===== src/rtl/relobi_mem_sbr.sv =====
// Reliable-OBI subordinate: ECC-protected register memory behind a voted request/response handshake.
// Address, write data and stored words are Hsiao (39,32) SECDED codewords; responses leave through a small FIFO.
module relobi_mem_sbr #(
    parameter int unsigned NumWords    = 16,
    parameter logic [31:0] BaseAddr    = 32'h0,
    parameter int unsigned IdWidth     = 1,
    parameter int unsigned NumMaxTrans = 2
) (
    input  logic               clk_i,
    input  logic               rst_i,
    input  logic [2:0]         req_i,
    output logic [2:0]         gnt_o,
    input  logic [38:0]        addr_i,
    input  logic               we_i,
    input  logic [3:0]         be_i,
    input  logic [38:0]        wdata_i,
    input  logic [IdWidth-1:0] aid_i,
    output logic [2:0]         rvalid_o,
    input  logic [2:0]         rready_i,
    output logic [38:0]        rdata_o,
    output logic [IdWidth-1:0] rid_o,
    output logic               err_o,
    output logic [1:0]         fault_o
);

    localparam int unsigned IdxW     = $clog2(NumWords);
    localparam int unsigned PtrW     = (NumMaxTrans > 1) ? $clog2(NumMaxTrans) : 1;
    localparam int unsigned CntW     = $clog2(NumMaxTrans + 1);
    localparam int unsigned EntW     = 39 + IdWidth + 1;
    localparam logic [31:0] MemBytes = 32'(NumWords * 4);
    localparam logic [31:0] ErrData  = 32'hBADCAB1E;

    typedef logic [6:0][31:0] mask_t;

    typedef struct packed {
        logic [31:0] data;
        logic        sbe;
        logic        dbe;
    } dec_t;

    // Data column j is the j-th smallest 7-bit value of weight three; check bits use unit columns.
    function automatic mask_t gen_masks();
        mask_t       m;
        int          n;
        logic [6:0]  c;
        m = '0;
        n = 0;
        for (int v = 0; v < 128; v++) begin
            c = v[6:0];
            if ($countones(c) == 3 && n < 32) begin
                for (int k = 0; k < 7; k++) m[k][n] = c[k];
                n++;
            end
        end
        return m;
    endfunction

    localparam mask_t HMask = gen_masks();

    function automatic logic [6:0] hsiao_ecc(input logic [31:0] d);
        logic [6:0] e;
        for (int k = 0; k < 7; k++) e[k] = ^(d & HMask[k]);
        return e;
    endfunction

    function automatic logic [38:0] hsiao_enc(input logic [31:0] d);
        return {hsiao_ecc(d), d};
    endfunction

    // Odd syndromes that match no column are treated as uncorrectable.
    function automatic dec_t hsiao_dec(input logic [38:0] cw);
        dec_t       r;
        logic [6:0] syn;
        logic [6:0] col;
        logic       hit;
        r.data = cw[31:0];
        r.sbe  = 1'b0;
        r.dbe  = 1'b0;
        syn    = cw[38:32] ^ hsiao_ecc(cw[31:0]);
        if (syn != 7'd0) begin
            if (^syn) begin
                hit = ($countones(syn) == 1);
                for (int j = 0; j < 32; j++) begin
                    for (int k = 0; k < 7; k++) col[k] = HMask[k][j];
                    if (col == syn) begin
                        r.data[j] = ~r.data[j];
                        hit       = 1'b1;
                    end
                end
                r.sbe = hit;
                r.dbe = !hit;
            end else begin
                r.dbe = 1'b1;
            end
        end
        return r;
    endfunction

    logic [NumWords-1:0][38:0] mem_q;
    logic [EntW-1:0]           fifo_q [NumMaxTrans];
    logic [PtrW-1:0]           wr_ptr_q, rd_ptr_q;
    logic [CntW-1:0]           count_q;
    logic [1:0]                fault_q;

    logic        req_v, rready_v, vote_err;
    logic        fifo_full, fifo_empty, gnt, pop;
    dec_t        addr_dec, wdata_dec, mem_dec;
    logic [31:0] offset, merged;
    logic        in_range;
    logic [IdxW-1:0] idx;
    logic [38:0] mem_word, rsp_data, mem_wdata;
    logic        rsp_err, mem_we, f_corr, f_unc;
    logic [EntW-1:0] head;

    assign req_v    = (req_i[0] & req_i[1]) | (req_i[0] & req_i[2]) | (req_i[1] & req_i[2]);
    assign rready_v = (rready_i[0] & rready_i[1]) | (rready_i[0] & rready_i[2]) | (rready_i[1] & rready_i[2]);
    assign vote_err = (req_i != {3{req_i[0]}}) || (rready_i != {3{rready_i[0]}});

    // A-channel beat is accepted when gnt; R-channel beat leaves when rvalid and voted rready.
    // A full FIFO never grants, even if it is popped in the same cycle.
    assign fifo_full  = (count_q == CntW'(NumMaxTrans));
    assign fifo_empty = (count_q == '0);
    assign gnt        = req_v && !fifo_full;
    assign pop        = !fifo_empty && rready_v;

    always_comb begin
        addr_dec  = hsiao_dec(addr_i);
        wdata_dec = hsiao_dec(wdata_i);
        offset    = addr_dec.data - BaseAddr;
        in_range  = (offset < MemBytes);
        idx       = offset[2 +: IdxW];
        mem_word  = mem_q[idx];
        mem_dec   = hsiao_dec(mem_word);
        merged    = mem_dec.data;
        for (int b = 0; b < 4; b++) begin
            if (be_i[b]) merged[8*b +: 8] = wdata_dec.data[8*b +: 8];
        end
        rsp_data  = hsiao_enc(ErrData);
        rsp_err   = 1'b1;
        mem_we    = 1'b0;
        mem_wdata = hsiao_enc(merged);
        f_corr    = vote_err;
        f_unc     = 1'b0;
        if (gnt) begin
            f_corr = f_corr | addr_dec.sbe | (we_i & wdata_dec.sbe);
            f_unc  = addr_dec.dbe | (we_i & wdata_dec.dbe);
            if (!addr_dec.dbe && in_range) begin
                if (we_i) begin
                    rsp_data = hsiao_enc(32'h0);
                    rsp_err  = wdata_dec.dbe;
                    mem_we   = !wdata_dec.dbe;
                end else if (mem_dec.dbe) begin
                    rsp_data = mem_word;
                    f_unc    = 1'b1;
                end else begin
                    // Correctable stored errors are scrubbed with the corrected codeword.
                    rsp_data  = hsiao_enc(mem_dec.data);
                    rsp_err   = 1'b0;
                    f_corr    = f_corr | mem_dec.sbe;
                    mem_we    = mem_dec.sbe;
                    mem_wdata = rsp_data;
                end
            end
        end
    end

    always_ff @(posedge clk_i or posedge rst_i) begin
        if (rst_i) begin
            mem_q    <= '0;
            wr_ptr_q <= '0;
            rd_ptr_q <= '0;
            count_q  <= '0;
            fault_q  <= '0;
            for (int i = 0; i < int'(NumMaxTrans); i++) fifo_q[i] <= '0;
        end else begin
            fault_q <= {f_unc, f_corr};
            if (mem_we) mem_q[idx] <= mem_wdata;
            if (gnt) begin
                fifo_q[wr_ptr_q] <= {rsp_data, aid_i, rsp_err};
                wr_ptr_q <= (wr_ptr_q == PtrW'(NumMaxTrans - 1)) ? '0 : wr_ptr_q + 1'b1;
            end
            if (pop) begin
                rd_ptr_q <= (rd_ptr_q == PtrW'(NumMaxTrans - 1)) ? '0 : rd_ptr_q + 1'b1;
            end
            case ({gnt, pop})
                2'b10:   count_q <= count_q + 1'b1;
                2'b01:   count_q <= count_q - 1'b1;
                default: ;
            endcase
        end
    end

    assign head     = fifo_empty ? '0 : fifo_q[rd_ptr_q];
    assign gnt_o    = {3{gnt}};
    assign rvalid_o = {3{!fifo_empty}};
    assign rdata_o  = head[EntW-1 -: 39];
    assign rid_o    = head[1 +: IdWidth];
    assign err_o    = head[0];
    assign fault_o  = fault_q;

endmodule


===== config.mk =====
export PLATFORM = sky130hd
export DESIGN_NAME = relobi_mem_sbr
export DESIGN_NICKNAME = d
export VERILOG_FILES = /design/src/rtl/relobi_mem_sbr.sv
export SDC_FILE = /design/constraint.sdc
export NUM_CORES = 2
export LEC_CHECK = 0
export CAP_MARGIN = 0
export CORE_AREA = 2 2 195 341
export CTS_CLUSTER_DIAMETER = 40
export DETAILED_ROUTE_END_ITERATION = 10
export DIE_AREA = 0 0 197 343
export PLACE_DENSITY = 0.8
export SLEW_MARGIN = 20
export SYNTH_ARGS = -nofsm -noshare
export SYNTH_HDL_FRONTEND = slang
export SYNTH_SLANG_ARGS = --single-unit

===== constraint.sdc =====
create_clock -name clk_i -period 73.6 [get_ports clk_i]
set_input_delay 14.72 -clock clk_i [delete_from_list [all_inputs] [get_ports clk_i]]
set_output_delay 14.72 -clock clk_i [all_outputs]
set_load 0.02 [all_outputs]

-- After elaboration in Yosys (flattened, before gate mapping)
Cells that the tools add are included.
- add/sub/neg operators: 22
- multipliers: 0
- divide/modulo/power cells: 0
- $lt $le $gt $ge: 6
- equality and inequality tests: 104
- shift operators: 0
- multiplexer cells: 250
- bitwise operators: 117
- reduce and logical (&&, ||, !) cells: 56
- operator list (operator ; count):
    $reduce_xor A32 Y1 ; 35
    $bwmux W624 ; 1
    $mux W39 ; 10
    $eq A7 B7 Y1 const A ; 36
    $mux W1 ; 219
    $eq A6 B7 Y1 const A ; 30
    $mux W41 ; 5
    $bmux W39 S4 ; 1
    $demux W39 S4 ; 1
    $eq A5 B7 Y1 const A ; 18
    $mux W34 ; 3
    $mux W33 ; 3
    $not A1 Y1 ; 96
    $bwmux W82 ; 1
    $eq A4 B7 Y1 const A ; 9
    $demux W41 S1 ; 1
    $lt A32 B7 Y1 const B ; 1
    $mux W8 ; 4
    $eq A3 B7 Y1 const A ; 3
    $reduce_bool A7 Y1 ; 3
    $reduce_xor A7 Y1 ; 3
    $xor A7 B7 Y7 ; 3
    $add A1 B1 Y2 ; 9
    $add A3 B3 Y4 ; 3
    22 further kinds ; 57
- register bits after elaboration: 712
- bits in latches: 0
- bits in writable memories: 0
- memory bits (read-only): 0
- input bits: 92
- output and inout bits: 49
- logic and storage cells: 577
- memories: 0

-- Longest topological paths before layout
- depth in word-level cells: 95
- mapped depth: 48
- gate-level depth less buffers: 33

-- Worst setup path before layout
Ideal clock, no wire load.
- path type: input -> output
- start point: in req_i[0]
- end point: out gnt_o[0]
- arrival: 15.728 ns
- data required time: 58.880 ns
- setup slack: 43.152 ns
- cell stages on the path: 5
- buffers on the path: 1
- cells stage by stage: ha_1 > a211o_1 > o21ai_1 > inv_1 > buf_4
- longest elaborated chain between the ends: 4
- elaborated cells between the ends (all ways): 5
- classes of those cells: bitwise: 4; reduce/logical: 1
- ends and longest elaborated chain (what ; RTL line ; text):
    from (decl) ; 11 ; input logic [2:0] req_i,
    $and A1 B1 Y1 ; 115 ; assign req_v = (req_i[0] & req_i[1]) | (req_i[0] & req_i[2]) | (req_i[1] & req_i[2]);
    $or A1 B1 Y1 (*) (2 in a row) ; 115 ;
    $logic_and A1 B1 Y1 (*) ; 123 ; assign gnt = req_v && !fifo_full;
    to (decl) ; 12 ; output logic [2:0] gnt_o,
Every way passes the cells marked *; elsewhere a longest branch is shown, timed or not.

-- Worst setup path after layout
Ends and elaborated chain as after synthesis.

==> results_dict.tcl <==
set metrics [dict create \
    dr.pass1.iters 8 \
    clkSinkCount 712 \
    cts-root-buf "clkbuf_16" \
    max_clock_freq_mhz 31.67 \
    first_iter_violations 2831 \
    hp-class "reg -> reg" \
    cts-resized-gates 0 \
    placed_area_sq_um 41670 \
    path_clk_slew_ns 0.07 \
    min_period_ns 31.58 \
    fin_hold_ws_ns 0.4730 \
    gp_congestion 1.032 \
    setup_violations 0 \
    cts_buffer_depth 3 \
    hold_start "fifo_q[49]" \
    drt-total-wl_um 119500 \
    grt_pass1_vias 31970 \
    clock_skew_ns 0.03403 \
    syn_to_final_growth_pct 9.944 \
    synth_cell_types 88 \
    synth_top_area_share_pct 44.64 \
    stdcell_area_sq_um 43880 \
    slew_headroom_pct 24.96 \
    outcome "finished clean" \
    wl_per_cell_um 24.73 \
    setup_slack_ns 42.02 \
    p_leak_nw 18.63 \
    vias 31290 \
    min_period_over_period_pct 42.90 \
    cts_setup_buffers 0 \
    yosysSeqAreaShare_pct 44.64 \
    multi_input_area_sq_um 20720 \
    fin_setup_tns_ns 0 \
    antenna_left 0 \
    post-route-drc-count 0 \
    path_class "in -> out" \
    power.density_nw_per_um2 32.44 \
    avgSynthCellArea_sq_um 10.01 \
    worst_pin_slew_ns 1.122 \
    end_kind "output pin" \
    maxCapViolCount 0 \
    start_util_pct 61.54 \
    die_y_um 343 \
    cp-start-kind "input pin" \
    synth_area_leaders "dfrtp_1, mux4_2, nand2_1" \
    grt_use_total_pct 35.97 \
    synth_cells 3988 \
    synth_area_leader_cell "dfrtp_1" \
    dp_worst_setup_slack_ns 42.06 \
    nFillCells 4878 \
    hold_buffers 0 \
    htree_levels 2 \
    reg2reg_from "mem_q[455]" \
    critPathArrivalTime_ns 16.86 \
    power_mw 1.424 \
    cts_tree "yes" \
    grt_max_degree 193 \
    grt_pass1_wl_um 184600 \
    critPathLaunch "req_i[0]" \
    ir_worst_vdd_mv 0.03128 \
    final_hold_viol_count 0 \
    nets 4100 \
    slew_viol_final 0 \
    routed_via_density 6.476 \
    io_buffer_count 140 \
    drive_above_1_share_pct 11.74 \
    overflow 0 \
    syn_nets 4127 \
    rsz0062_at_grt "no" \
    yosys_register_bits 712 \
    synth_flop_cell "dfrtp_1" \
    die_x_um 197 \
    pin_count 141 \
    worstPathRequired_ns 58.88 \
    synthArstFlopShare_pct 100.0 \
    antenna_found_initial 3 \
    synth_edf_count 0 \
    crit_fanout 9 \
    rows 124 \
    die_area_sq_um 67570 \
    netlist_area_sq_um 39910 \
    ys_warn_count 0 \
    cts_buffers 61 \
    dp_hpwl_um 78990 \
    ff_latch_area_sq_um 17820 \
    insertion_delay_ns 0.65 \
    fp.coreArea_sq_um 64850 \
    antenna_cells 0 \
]
## kinds of logic (layout without fill, tap and decap cells)
kind of cell    after synthesis  count (layout)  share of synthesized area [%]
simple gates               1249            1249                          13.03
compound gates              900             900                          12.93
flops                       712             712                          44.64
xor+xnor                    407             407                          10.74
buf+inv                     348             373                          3.818
mux                         325             325                          13.17
fa+ha+maj                    47              47                          1.680
## cell usage in the layout, fill, tap and decap left out, drive strengths merged, types with 13 or more instances in the layout
cell type / instances
nand2: 852
dfrtp: 712
o21ai: 593
xnor2: 279
nor2: 202
mux4: 152
clkdlybuf4s50: 140
mux2i: 130
clkbuf: 84
xor2: 82
a21oi: 81
o31ai: 71
buf: 70
a31oi: 58
inv: 52
nand3: 50
mux2: 43
xnor3: 43
ha: 36
nor3: 34
nand2b: 28
nand4: 21
and2: 19
clkinv: 16
nor4: 13
## worst max-delay path, stage by stage
cell and delay (ns):
clkdlybuf4s50_1 0.44, ha_1 0.22, a211o_1 0.26, o21ai_1 0.39, inv_1 0.23, clkdlybuf4s50_1 0.60
## metal layers
| layer | vias to the layer above | global-route usage, % | routed length [um] | share of wire [%] |
|---|---|---|---|---|
| li1 | 13730 | - | - | - |
| met1 | 15440 | 41.18 | 41310 | 35 |
| met2 | 1581 | 59.76 | 57880 | 48 |
| met3 | 538 | 6.960 | 9667 | 8.1 |
| met4 | 4 | 27.43 | 10640 | 8.9 |
| met5 | - | 0 | 21 | 0.018 |
## final timing paths
check | end | slack [ns] | cells after the start
min in group asynchronous | mem_q[354] | 14.71 | 2
min reg2reg | fifo_q[49] | 0.47 | 2
max | gnt_o[0] | 42.02 | 6
min | fifo_q[49] | 0.47 | 2
max in group asynchronous | mem_q[73] | 56.07 | 5
max reg2reg | mem_q[270] | 65.28 | 21
## registers in the layout (all words and copies together), names as in the netlist
| signal | cells |
|---|---|
| count_q | 2 |
| fault_o | 2 |
| fifo_q | 82 |
| rd_ptr_q | 1 |
| mem_q | 624 |
| wr_ptr_q | 1 |
## area by class of cell
cell class,instances,share of cell area [%]
clock buffer,83,3.986
clock inverter,32,0.8896
inverter,47,0.4191
multi-input combinational,2928,47.22
sequential,712,40.61
tap,819,2.335
timing repair buffer,211,4.542
## synth_stat cells (50+ instances only)
library cell / instances
nand2_1: 852
dfrtp_1: 712
o21ai_0: 588
xnor2_1: 272
clkbuf_1: 219
nor2_1: 198
mux4_2: 151
mux2i_1: 125
a21oi_1: 81
xor2_1: 81
o31ai_1: 61
a31oi_1: 58
nand3_1: 50
## power breakdown
part	switching, mW	internal [mW]	leakage (nW)	total (mW)
Combinational	0.455	0.222	7.84	0.677
Clock	0.154	0.190	1.05	0.344
Sequential	0.00438	0.399	9.74	0.403
Total	0.614	0.810	18.6	1.42
## per-stage QoR
stage / cells / utilization, %
after floorplan: 3988 / -
after global placement: 4714 / 64.22
after detailed placement: 4714 / 64.25
after CTS: 4829 / 67.55
after global routing: 4832 / 67.66
final: 4832 / 67.66
Note: power is estimated with default switching activity, not from simulation.
